$ cat src/rtl/pcie_msg_transmitter.sv
// Message transmitter: reads a message payload from SRAM and sends it as one or
// more AXI write bursts. Each burst carries a 32-bit header beat followed by up
// to MAX_FRAG_BEATS payload beats. All outputs are registered.
module pcie_msg_transmitter #(
  parameter int unsigned MAX_FRAG_BEATS = 4,
  parameter logic [63:0] AXI_BASE       = 64'h0,
  parameter logic [3:0]  HDR_VER        = 4'h1
) (
  input  logic         clk,
  input  logic         rst_n,
  input  logic         tx_start,
  input  logic [9:0]   tx_base_addr,
  input  logic [10:0]  tx_len,
  input  logic [2:0]   tx_tag,
  input  logic         tx_to,
  input  logic [7:0]   tx_src_id,
  input  logic [7:0]   tx_dst_id,
  output logic         tx_busy,
  output logic         tx_done,
  output logic         tx_err,
  output logic         sram_ren,
  output logic [9:0]   sram_raddr,
  input  logic [255:0] sram_rdata,
  output logic         axi_awvalid,
  input  logic         axi_awready,
  output logic [63:0]  axi_awaddr,
  output logic [7:0]   axi_awlen,
  output logic [2:0]   axi_awsize,
  output logic [1:0]   axi_awburst,
  output logic         axi_wvalid,
  input  logic         axi_wready,
  output logic [255:0] axi_wdata,
  output logic [31:0]  axi_wstrb,
  output logic         axi_wlast,
  input  logic         axi_bvalid,
  input  logic [1:0]   axi_bresp,
  output logic         axi_bready
);

  typedef enum logic [2:0] {
    S_IDLE  = 3'd0,
    S_AW    = 3'd1,
    S_HDR   = 3'd2,
    S_RD    = 3'd3,
    S_RWAIT = 3'd4,
    S_WDAT  = 3'd5,
    S_BRESP = 3'd6
  } state_t;

  localparam logic [10:0] MAX_FRAG = 11'(MAX_FRAG_BEATS);

  state_t       state_r, state_next;
  logic [10:0]  remaining_r, rem_next;
  logic [9:0]   addr_r;
  logic [7:0]   beats_left_r;
  logic [1:0]   seq_r;
  logic         first_r;
  logic [2:0]   tag_r;
  logic         to_r;
  logic [7:0]   src_r, dst_r;
  logic [7:0]   frag_next;
  logic         start_ok, start_bad, b_ok, b_bad;
  logic         last_frag;
  logic [31:0]  header;

  // Output registers; axi_wdata doubles as the payload hold register.
  logic         awvalid_r, wvalid_r, wlast_r, bready_r, ren_r, busy_r, done_r, err_r;
  logic [63:0]  awaddr_r;
  logic [7:0]   awlen_r;
  logic [255:0] wdata_r;

  // The current fragment is the last one when what is left fits in one burst.
  assign last_frag = (remaining_r <= MAX_FRAG);
  assign header    = {first_r, last_frag, seq_r, to_r, tag_r, src_r, dst_r, 4'h0, HDR_VER};

  // Next-state logic plus the handshake events that drive the datapath.
  always_comb begin
    state_next = state_r;
    rem_next   = remaining_r;
    start_ok   = 1'b0;
    start_bad  = 1'b0;
    b_ok       = 1'b0;
    b_bad      = 1'b0;
    case (state_r)
      S_IDLE: begin
        if (tx_start) begin
          if (tx_len == 11'd0) begin
            start_bad = 1'b1;
          end else begin
            start_ok   = 1'b1;
            rem_next   = tx_len;
            state_next = S_AW;
          end
        end else begin
          state_next = S_IDLE;
        end
      end
      S_AW: begin
        if (axi_awready) state_next = S_HDR;
        else             state_next = S_AW;
      end
      S_HDR: begin
        if (axi_wready) state_next = S_RD;
        else            state_next = S_HDR;
      end
      S_RD:    state_next = S_RWAIT;
      S_RWAIT: state_next = S_WDAT;
      S_WDAT: begin
        if (axi_wready) begin
          if (beats_left_r == 8'd1) state_next = S_BRESP;
          else                      state_next = S_RD;
        end else begin
          state_next = S_WDAT;
        end
      end
      S_BRESP: begin
        if (axi_bvalid) begin
          if (axi_bresp == 2'b00) begin
            b_ok     = 1'b1;
            // awlen_r holds the payload beat count of the fragment just sent.
            rem_next = remaining_r - {3'b000, awlen_r};
            if (rem_next != 11'd0) state_next = S_AW;
            else                   state_next = S_IDLE;
          end else begin
            b_bad      = 1'b1;
            state_next = S_IDLE;
          end
        end else begin
          state_next = S_BRESP;
        end
      end
      default: state_next = S_IDLE;
    endcase
    if (rem_next < MAX_FRAG) frag_next = rem_next[7:0];
    else                     frag_next = MAX_FRAG[7:0];
  end

  // State register.
  always_ff @(posedge clk or negedge rst_n) begin
    if (!rst_n) state_r <= S_IDLE;
    else        state_r <= state_next;
  end

  // Message context, SRAM address and per-fragment beat counter.
  always_ff @(posedge clk or negedge rst_n) begin
    if (!rst_n) begin
      remaining_r  <= 11'd0;
      addr_r       <= 10'd0;
      beats_left_r <= 8'd0;
      seq_r        <= 2'd0;
      first_r      <= 1'b0;
      tag_r        <= 3'd0;
      to_r         <= 1'b0;
      src_r        <= 8'd0;
      dst_r        <= 8'd0;
    end else begin
      if (start_ok) begin
        remaining_r <= tx_len;
        addr_r      <= tx_base_addr;
        seq_r       <= 2'd0;
        first_r     <= 1'b1;
        tag_r       <= tx_tag;
        to_r        <= tx_to;
        src_r       <= tx_src_id;
        dst_r       <= tx_dst_id;
      end
      if ((state_next == S_AW) && (state_r != S_AW)) beats_left_r <= frag_next;
      // One read per payload beat; the 10-bit address wraps naturally.
      if (state_r == S_RD) addr_r <= addr_r + 10'd1;
      if ((state_r == S_WDAT) && axi_wready) beats_left_r <= beats_left_r - 8'd1;
      if (b_ok) begin
        remaining_r <= rem_next;
        seq_r       <= seq_r + 2'd1;
        first_r     <= 1'b0;
      end
    end
  end

  // Registered interface outputs, derived from the upcoming state.
  always_ff @(posedge clk or negedge rst_n) begin
    if (!rst_n) begin
      awvalid_r <= 1'b0;
      awaddr_r  <= 64'h0;
      awlen_r   <= 8'd0;
      wvalid_r  <= 1'b0;
      wdata_r   <= 256'h0;
      wlast_r   <= 1'b0;
      bready_r  <= 1'b0;
      ren_r     <= 1'b0;
      busy_r    <= 1'b0;
      done_r    <= 1'b0;
      err_r     <= 1'b0;
    end else begin
      awvalid_r <= (state_next == S_AW);
      if ((state_next == S_AW) && (state_r != S_AW)) begin
        awaddr_r <= AXI_BASE;
        awlen_r  <= frag_next;
      end
      wvalid_r <= (state_next == S_HDR) || (state_next == S_WDAT);
      if ((state_r == S_AW) && (state_next == S_HDR)) wdata_r <= {224'h0, header};
      if (state_r == S_RWAIT) wdata_r <= sram_rdata;
      wlast_r  <= (state_next == S_WDAT) && (beats_left_r == 8'd1);
      bready_r <= (state_next == S_BRESP);
      ren_r    <= (state_next == S_RD);
      busy_r   <= (state_next != S_IDLE);
      done_r   <= b_ok && (rem_next == 11'd0);
      err_r    <= start_bad || b_bad;
    end
  end

  assign tx_busy     = busy_r;
  assign tx_done     = done_r;
  assign tx_err      = err_r;
  assign sram_ren    = ren_r;
  assign sram_raddr  = addr_r;
  assign axi_awvalid = awvalid_r;
  assign axi_awaddr  = awaddr_r;
  assign axi_awlen   = awlen_r;
  assign axi_awsize  = 3'b101;
  assign axi_awburst = 2'b01;
  assign axi_wvalid  = wvalid_r;
  assign axi_wdata   = wdata_r;
  assign axi_wstrb   = {32{1'b1}};
  assign axi_wlast   = wlast_r;
  assign axi_bready  = bready_r;

endmodule

$ cat config.mk
export PLATFORM = sky130hd
export DESIGN_NAME = pcie_msg_transmitter
export DESIGN_NICKNAME = d
export VERILOG_FILES = /design/src/rtl/pcie_msg_transmitter.sv
export SDC_FILE = /design/constraint.sdc
export NUM_CORES = 1
export LEC_CHECK = 0
export CELL_PAD_IN_SITES_DETAIL_PLACEMENT = 1
export CELL_PAD_IN_SITES_GLOBAL_PLACEMENT = 1
export CORE_AREA = 4 4 269 271
export DETAILED_ROUTE_END_ITERATION = 7
export DIE_AREA = 0 0 273 275
export PLACE_DENSITY = 0.67
export SYNTH_ARGS = -nofsm -noshare
export SYNTH_HDL_FRONTEND = slang
export SYNTH_SLANG_ARGS = --single-unit
$ cat constraint.sdc
create_clock -name clk -period 4 [get_ports clk]
set_input_delay 0.4 -clock clk [delete_from_list [all_inputs] [get_ports clk]]
set_output_delay 0.4 -clock clk [all_outputs]
set_load 0.02 [all_outputs]
==> results of run 1 <==
==> area by class of cell <==
type	count	area share [%]
inverters	19	0.327
multi-input cells	752	22.2
flip-flops and latches	327	37.6
well taps	940	5.40
diodes	4	0.0459
repair buffers	609	28.2
clock inverters	13	0.896
clock buffers	60	5.40
==> sequential cells by signal (all words and copies together), names as in the netlist, 2 cells and up <==
| name | count |
|---|---|
| axi_awlen | 8 |
| sram_raddr | 10 |
| axi_wdata | 256 |
| tag_r | 3 |
| dst_r | 8 |
| src_r | 8 |
| beats_left_r | 8 |
| remaining_r | 11 |
| state_r | 3 |
| seq_r | 2 |
==> how the worst max path moves through the flow <==
stage | endpoint | slack [ns] | cells past startpoint | startpoint
3_5_place_dp | beats_left_r[4] | 0.45 | 11 | remaining_r[0]
2_1_floorplan | beats_left_r[3] | 1.03 | 11 | axi_awlen[0]
6_report | beats_left_r[4] | 0.50 | 11 | remaining_r[0]
4_1_cts | beats_left_r[4] | 0.42 | 11 | remaining_r[0]
5_1_grt | beats_left_r[4] | 0.27 | 11 | remaining_r[0]
3_3_place_gp | axi_awlen[2] | 0.56 | 12 | remaining_r[0]
==> what timing repair did <==
| action | in CTS | in global routing |
|---|---|---|
| endpoints found under the hold margin | 65 | 0 |
| hold buffers | 1 | 0 |
| setup buffers | 0 | 0 |
==> per-stage QoR <==
| step | std cells | power, uW |
|---|---|---|
| floorplan | 1276 | 10300 |
| global placement | 2646 | 14300 |
| detailed placement | 2646 | 14500 |
| CTS | 2720 | 18400 |
| global route | 2722 | 19200 |
| finish | 2724 | 18100 |
==> worst max-delay path: cells and delay by family, from the launching register on <==
family | cells | cell delay, ns
AOI/OAI and AO/OA | 4 | 1.14
adders and majority gates | 2 | 0.61
DFF | 1 | 0.39
xor gates and xnor gates | 1 | 0.24
buffers and inverters | 2 | 0.11
and+or+nand+nor | 2 | 0.88
==> cells by family after synthesis <==
logic type	after synthesis	share of synthesized area (%)
fa+ha+maj	12	1.15
simple gates	267	8.78
xor+xnor	6	0.382
compound gates	360	21.4
buf+inv	197	8.22
other cells	2	0.0546
flops	327	59.5
mux	6	0.437
==> layer usage <==
layer	global-route usage, %	share of wire (%)
met5	0	0.021
met4	4.44	2.7
met3	4.02	7.6
met2	23.9	49
met1	17.3	40
==> power by group through the flow <==
stage	Combinational (uW)	Sequential, uW	Clock [uW]
2_1_floorplan	3490	6780	0
3_3_place_gp	8650	5610	0
3_5_place_dp	8830	5640	0
4_1_cts	8880	5620	3930
5_1_grt	9350	5800	4060
6_report	8730	5620	3790
==> cells in the final DEF, fill, tap and decap left out, types with 15 or more instances in the layout <==
master and count:
a21oi_1 19, inv_1 19, dfrtp_1 327, nor2_1 69, o22ai_1 16, nand2_1 121
conb_1 101, buf_4 15, o21ai_0 21, a22o_1 232, clkdlybuf4s50_1 585, clkbuf_16 41
nand3_1 17, a31oi_1 18
==> run_results.csv, run 1 <==
group,metric,value,unit
logic_synthesis,ys_types,69,
finish,drive_gt1_share,5.90,%
drt,wl,56600,um
setup_path,r2r-end,"beats_left_r[4]",
placed_design,dp_hpwl,41900,um
logic_synthesis,ys_warn_count,0,
sta,period_needed,3.50,ns
setup_path,worst-r2r-cell-count,11,
power_and_ir_drop,p_sw_share,39.8,%
outcome,status,"finished clean",
sta,finalSetupViolCount,0,
die,dieArea,75100,sq um
setup_path,path_cells,"inv_1 > ha_1 > inv_1 > fa_1 > xor2_1 > or4b_1 > nor4_2 > a31oi_1 > a211oi_4 > o311ai_0 > o41ai_1",
setup_path,cp_max_fo,13,
clocking,numCtsBuffers,41,
global_routing,grt_first_pass_wirelength,81900,um
sta,rsz0062_at_grt,"no",
power_and_ir_drop,intPower,10900,uW
finish,final_util,31.2,%
sta,hold_viol,0,
sta,final.setup.tns,0,ns
drt,vias,11600,
drt,ant_nets,0,
power_and_ir_drop,p_comb_share,48.1,%
finish,nets,2067,
finish,fillers,7728,
min_path,min_from,"tx_src_id[1]",
logic_synthesis,synth_top_cell_area_share,59.5,%
min_path,min_path_cells,3,
logic_synthesis,yosysSeqAreaShare,59.5,%
drt,firstDrtPassIters,4,
clocking,cts.sinks,327,
power_and_ir_drop,clkPwrFrac,20.9,%
die,pin_count,688,
finish,multiInputGateArea,4840,sq um
drt,drtIter0Drc,587,
global_routing,grtUsageTotal,14.1,%
drt,routedWlPerCell,20.8,um
global_routing,first_global_vias,12500,
finish,register_area,8180,sq um
clocking,clockRootBuffer,"clkbuf_16",
drt,drc,0,
logic_synthesis,avgSynthCellArea,11.7,sq um
die,die_w,273,um
setup_path,end_kind,"flip-flop",
die,core,69800,sq um
power_and_ir_drop,netSwitchingPower,7220,uW
min_path,hold_end,"src_r[1]",
logic_synthesis,synth_area,13700,sq um
logic_synthesis,netlist_top_cells_count,"dfrtp_1, a22o_1, nand2_1",
clocking,cts_tree,"built",
setup_path,r2r_start,"remaining_r[0]",
finish,synthToLayoutAreaGrowth,58.5,%
setup_path,crit_required,4.42,ns
logic_synthesis,async_reset_ff_share,100,%
clocking,clockBufferDepth,3,
setup_path,crit_slowest_cell,"a211oi_4",
setup_path,cp_common_cell,"inv_1",
power_and_ir_drop,vdd_drop_max,265,uV
sta,tightest_slew,1.06,ns
placed_design,preCtsSetupSlack,0.447,ns
sta,timing.hold.ws,0.389,ns
setup_path,path_class,"flip-flop to flip-flop",
placed_design,place.port_buffers,586,
die,start_util,19.7,%
sta,period_share,87.4,%
logic_synthesis,synth-edff-count,0,
setup_path,cp_data_arrival_time,3.92,ns
sta,fin_skew,0.0190,ns
logic_synthesis,syn_inst,1177,
run,max_cap_viol_count,0,
sta,worst_slack,0.504,ns
min_path,hp-class,"input port to flip-flop",
placed_design,dpl_cell_area,20400,sq um
sta,slew_viol_final,0,
drt,vias_per_cell,4.27,
sta,relSlewSlack,29.2,%
sta,max_freq,286,MHz
finish,fin_area,21800,sq um
clocking,htree_levels,2,
logic_synthesis,synthMostInstantiatedCell,"dfrtp_1",
setup_path,startpoint_type,"flip-flop",
die,die_h,275,um
logic_synthesis,ys_top_cells_by_area,"dfrtp_1, a22o_1, buf_4",
clocking,clkTransAtPathRegs,0.06,ns
logic_synthesis,ys_ff_latch,327,
clocking,clock_latency,0.56,ns
power_and_ir_drop,p_leak,0.00952,uW
die,rows,97,
logic_synthesis,synth-main-ff-cell,"dfrtp_1",
placed_design,gp_congestion,0.890,
power_and_ir_drop,p_per_area,832,nW/um^2
clocking,cts_resized,0,
logic_synthesis,synth_top_area_cell,"dfrtp_1",
global_routing,antenna_found_initial,5,
global_routing,grt.overflow.total,0,
global_routing,grt_max_degree,118,
setup_path,rrSetupSlack,0.50,ns
power_and_ir_drop,power.share.sequential,31.0,%
setup_path,slowest_delay,0.58,ns
Power figures use the tool's default switching activity.
==> inputs of run 2 (changes only) <==
--- a/config.mk
+++ b/config.mk
@@ -11,6 +11,7 @@
 export DETAILED_ROUTE_END_ITERATION = 7
 export DIE_AREA = 0 0 273 275
 export PLACE_DENSITY = 0.67
+export SLEW_MARGIN = 20
 export SYNTH_ARGS = -nofsm -noshare
 export SYNTH_HDL_FRONTEND = slang
 export SYNTH_SLANG_ARGS = --single-unit
==> constraint.sdc (replaced) <==
create_clock -name clk -period 4 [get_ports clk]
set_input_delay 0.8 -clock clk [delete_from_list [all_inputs] [get_ports clk]]
set_output_delay 0.8 -clock clk [all_outputs]
set_load 0.02 [all_outputs]
==> run_results.csv, run 2 (synthesized netlist as in run 1, its figures left out) <==
group,metric,value,unit
power_and_ir_drop,p_comb_share,48.5,%
clocking,clockBufferDepth,3,
power_and_ir_drop,clkPwrFrac,20.2,%
setup_path,path_class,"flip-flop to flip-flop",
drt,wl,57400,um
sta,hold_viol,0,
power_and_ir_drop,p_sw_share,40.4,%
sta,period_needed,3.42,ns
sta,timing.hold.ws,0.295,ns
die,core,69800,sq um
sta,fin_skew,0.0239,ns
global_routing,grtUsageTotal,14.3,%
clocking,cts_resized,0,
die,pin_count,688,
drt,ant_nets,0,
finish,largest_register_ffs,256,
finish,fillers,7758,
drt,vias_per_cell,4.31,
setup_path,r2r_start,"remaining_r[0]",
clocking,clock_latency,0.55,ns
min_path,hp-class,"input port to async pin",
die,start_util,19.7,%
placed_design,gp_congestion,0.878,
power_and_ir_drop,finalPower,18000,uW
clocking,cts.sinks,327,
setup_path,startpoint_type,"flip-flop",
clocking,cts_hold_buffers,0,
power_and_ir_drop,power.share.sequential,31.3,%
sta,relSlewSlack,32.2,%
setup_path,rrSetupSlack,0.58,ns
global_routing,grt.overflow.total,0,
run,max_cap_viol_count,0,
clocking,clockRootBuffer,"clkbuf_16",
outcome,status,"finished clean",
global_routing,grt_max_degree,98,
setup_path,end_kind,"flip-flop",
power_and_ir_drop,p_per_area,827,nW/um^2
clocking,clkTransAtPathRegs,0.06,ns
finish,multiInputGateArea,4840,sq um
sta,finalSetupViolCount,0,
sta,rsz0062_at_grt,"no",
sta,slew_viol_final,0,
clocking,numCtsBuffers,41,
drt,firstDrtPassIters,5,
setup_path,cp_data_arrival_time,3.86,ns
sta,worst_slack,0.583,ns
drt,drc,0,
placed_design,place.port_buffers,586,
finish,drive_gt1_share,6.13,%
clocking,htree_levels,2,
global_routing,first_global_vias,12700,
placed_design,preCtsSetupSlack,0.200,ns
drt,routedWlPerCell,21.1,um
clocking,cts_tree,"built",
finish,layout_common_cells,"clkdlybuf4s50_1, dfrtp_1, a22o_1, nand2_1, conb_1",
finish,final_util,31.1,%
power_and_ir_drop,p_leak,0.00949,uW
drt,drtIter0Drc,589,
sta,period_share,85.4,%
setup_path,cp_max_fo,12,
finish,synthToLayoutAreaGrowth,58.1,%
drt,vias,11700,
sta,tightest_slew,1.01,ns
finish,register_area,8180,sq um
die,dieArea,75100,sq um
setup_path,critPathLaunch,"remaining_r[0]",
power_and_ir_drop,vdd_drop_max,371,uV
sta,max_freq,293,MHz
global_routing,antenna_found_initial,3,
sta,final.setup.tns,0,ns
clocking,post_cts_buffers,0,
global_routing,grt_first_pass_wirelength,83000,um
power_and_ir_drop,intPower,10700,uW
die,rows,97,
setup_path,crit_required,4.44,ns
finish,final_common_cell,"clkdlybuf4s50_1",
power_and_ir_drop,netSwitchingPower,7260,uW
placed_design,dp_hpwl,43000,um
die,die_w,273,um
die,die_h,275,um
finish,nets,2068,
==> run 2: worst paths after layout <==
path                                   end  depth (start not counted)
max                        beats_left_r[4]                         11
min                         axi_wdata[136]                          1
max reg2reg                beats_left_r[4]                         11
min reg2reg                           to_r                          2
max in group asynchronous     axi_awlen[2]                          2
min in group clk                      to_r                          2
==> run 2: critical path, stage by stage (launching register included) <==
cell	delay, ns
dfrtp_1	0.38
inv_1	0.06
ha_1	0.15
inv_1	0.06
fa_1	0.45
xor2_1	0.23
or4b_1	0.54
nor4_2	0.33
a31oi_1	0.20
a211oi_4	0.54
o311ai_0	0.27
o41ai_1	0.10
==> run 2: metrics by stage <==
step / cells / instance area, sq um
floorplan: 1276 / 14100
global placement: 2648 / 20400
detailed placement: 2648 / 20400
CTS: 2719 / 21700
global route: 2720 / 21700
finish: 2721 / 21700
==> run 2: power groups by stage <==
stage / Sequential [uW] / Clock, uW / Combinational (uW)
6_report: 5620 / 3630 / 8720
5_1_grt: 5800 / 3900 / 9330
4_1_cts: 5630 / 3760 / 8850
3_5_place_dp: 5650 / 0 / 8790
3_3_place_gp: 5610 / 0 / 8600
2_1_floorplan: 6780 / 0 / 3490
==> run 2: layer usage <==
| layer | routed length (um) | vias to the layer above | GRT usage, % |
|---|---|---|---|
| met5 | 0 | - | 0 |
| met4 | 1630 | 0 | 4.49 |
| met3 | 4330 | 90 | 3.97 |
| met2 | 28400 | 484 | 24.6 |
| met1 | 23100 | 5929 | 17.3 |
| li1 | - | 5217 | - |
==> run 2: layout make-up <==
class                      count  share of cell area [%]
inverter                      19                   0.328
tap                          940                    5.41
clock inverter                15                   0.645
timing repair buffer         610                    28.3
clock buffer                  56                    5.35
antenna                        2                  0.0230
sequential                   327                    37.7
multi-input combinational    752                    22.3
==> inputs of run 3 (changes only) <==
--- a/config.mk
+++ b/config.mk
@@ -7,10 +7,11 @@
 export LEC_CHECK = 0
 export CELL_PAD_IN_SITES_DETAIL_PLACEMENT = 1
 export CELL_PAD_IN_SITES_GLOBAL_PLACEMENT = 1
-export CORE_AREA = 4 4 269 271
+export CORE_AREA = 4 4 268 270
 export DETAILED_ROUTE_END_ITERATION = 7
-export DIE_AREA = 0 0 273 275
-export PLACE_DENSITY = 0.67
+export DIE_AREA = 0 0 272 274
+export DONT_BUFFER_PORTS = 1
+export PLACE_DENSITY = 0.5
 export SLEW_MARGIN = 20
 export SYNTH_ARGS = -nofsm -noshare
 export SYNTH_HDL_FRONTEND = slang
==> run_results.csv, run 3 (synthesized netlist as in run 1, its figures left out) <==
group,metric,value,unit
die,start_util,19.8,%
power_and_ir_drop,p_leak,0.00720,uW
drt,wl,47000,um
finish,drive_gt1_share,7.95,%
setup_path,r2r_start,"axi_awlen[0]",
sta,final.setup.tns,0,ns
clocking,clockRootBuffer,"clkbuf_16",
setup_path,path_cells,"ha_1 > inv_1 > fa_1 > xor2_1 > or4b_1 > nor4_2 > a31oi_1 > a211oi_4 > o311ai_0 > o41ai_1",
placed_design,dp_hpwl,34200,um
power_and_ir_drop,intPower,8690,uW
finish,layout_common_cells,"dfrtp_1, a22o_1, nand2_1, conb_1, nor2_1",
outcome,status,"finished, violations left",
drt,firstDrtPassIters,4,
power_and_ir_drop,netSwitchingPower,6580,uW
min_path,hp-class,"input port to async pin",
setup_path,rrSetupSlack,0.58,ns
sta,fin_skew,0.0258,ns
die,die_h,274,um
setup_path,worst-r2r-cell-count,10,
setup_path,path_class,"flip-flop to flip-flop",
power_and_ir_drop,finalPower,15300,uW
power_and_ir_drop,vdd_drop_max,460,uV
power_and_ir_drop,p_comb_share,28.0,%
clocking,numCtsBuffers,41,
drt,vias_per_cell,4.37,
clocking,htree_levels,2,
die,dieArea,74500,sq um
setup_path,cp_max_fo,11,
drt,ant_nets,0,
setup_path,cp_data_arrival_time,3.85,ns
finish,final_common_cell,"dfrtp_1",
power_and_ir_drop,p_per_area,969,nW/um^2
setup_path,slowest_delay,0.54,ns
power_and_ir_drop,p_sw_share,43.1,%
run,max_cap_viol_count,0,
power_and_ir_drop,clkPwrFrac,24.1,%
clocking,post_cts_buffers,0,
die,core,69500,sq um
global_routing,first_global_vias,9595,
die,rows,97,
setup_path,startpoint_type,"flip-flop",
sta,slew_viol_final,160,
global_routing,grt_first_pass_wirelength,66800,um
sta,finalSetupViolCount,0,
sta,timing.hold.ws,-0.0452,ns
global_routing,grt.overflow.total,0,
setup_path,crit_family,"compound AO/OA/AOI/OAI gates",
drt,routedWlPerCell,22.1,um
setup_path,crit_slowest_cell,"or4b_1",
finish,largest_register_ffs,256,
finish,nets,1471,
setup_path,cp.buffers_inverters,1,
clocking,clock_latency,0.56,ns
die,pin_count,688,
sta,hold_viol,8,
drt,drc,0,
sta,max_freq,293,MHz
global_routing,grt_max_degree,328,
placed_design,place.port_buffers,0,
clocking,clkTransAtPathRegs,0.06,ns
power_and_ir_drop,power.share.sequential,47.9,%
clocking,cts_tree,"built",
sta,rsz0062_at_grt,"no",
outcome,violations,"hold timing, slew limit",
setup_path,end_kind,"flip-flop",
setup_path,crit_required,4.43,ns
sta,worst_slack,0.584,ns
drt,vias,9292,
sta,tightest_slew,2.00,ns
sta,period_needed,3.42,ns
sta,period_share,85.4,%
sta,relSlewSlack,-33.6,%
finish,stdcell_count,2125,
die,die_w,272,um
placed_design,gp_congestion,0.798,
placed_design,dp_cells,2051,
clocking,clockBufferDepth,3,
finish,synthToLayoutAreaGrowth,14.6,%
drt,drtIter0Drc,677,
global_routing,antenna_found_initial,7,
setup_path,r2r-end,"beats_left_r[4]",
placed_design,preCtsSetupSlack,0.562,ns
clocking,cts.sinks,327,
global_routing,grtUsageTotal,11.6,%
clocking,cts_resized,0,
## run 3: worst max path at each step
| stage | cells after the start | to | slack [ns] | startpoint |
|---|---|---|---|---|
| floorplan | 11 | beats_left_r[3] | 1.03 | axi_awlen[0] |
| detailed placement | 10 | axi_awlen[4] | 0.56 | axi_awlen[0] |
| global placement | 10 | axi_awlen[6] | 0.59 | axi_awlen[0] |
| CTS | 10 | axi_awlen[4] | 0.54 | axi_awlen[0] |
| finish | 10 | beats_left_r[4] | 0.58 | axi_awlen[0] |
| global route | 10 | beats_left_r[4] | 0.28 | axi_awlen[0] |
## run 3: layout make-up
cell class	count	area, sq um
Multi-Input combinational cell	752	4840
Sequential cell	327	8180
Antenna cell	3	7.51
Fill cell	7821	53800
Clock buffer	55	1120
Timing Repair Buffer	13	135
Clock inverter	16	215
Inverter	19	71.3
Tap cell	940	1180
## run 3: through the flow
step / instance area (sq um) / util (%)
floorplan: 14100 / -
global placement: 14400 / 20.7
detailed placement: 14400 / 20.7
CTS: 15700 / 22.6
global route: 15700 / 22.6
finish: 15700 / 22.6
## run 3: power groups by stage
stage | Sequential (uW) | Clock (uW) | Combinational, uW
floorplan | 6780 | 0 | 3490
global placement | 7430 | 0 | 4170
detailed placement | 7400 | 0 | 4300
CTS | 7370 | 3800 | 4320
global route | 7470 | 3970 | 4770
finish | 7310 | 3680 | 4280
## run 3: layer usage
layer	vias to the layer above	global-route usage, %	wire length [um]
met2	411	19.2	23300
met5	-	0	42
met3	61	4.23	3870
met1	4794	14.2	18900
met4	6	3.16	964
li1	4020	-	-
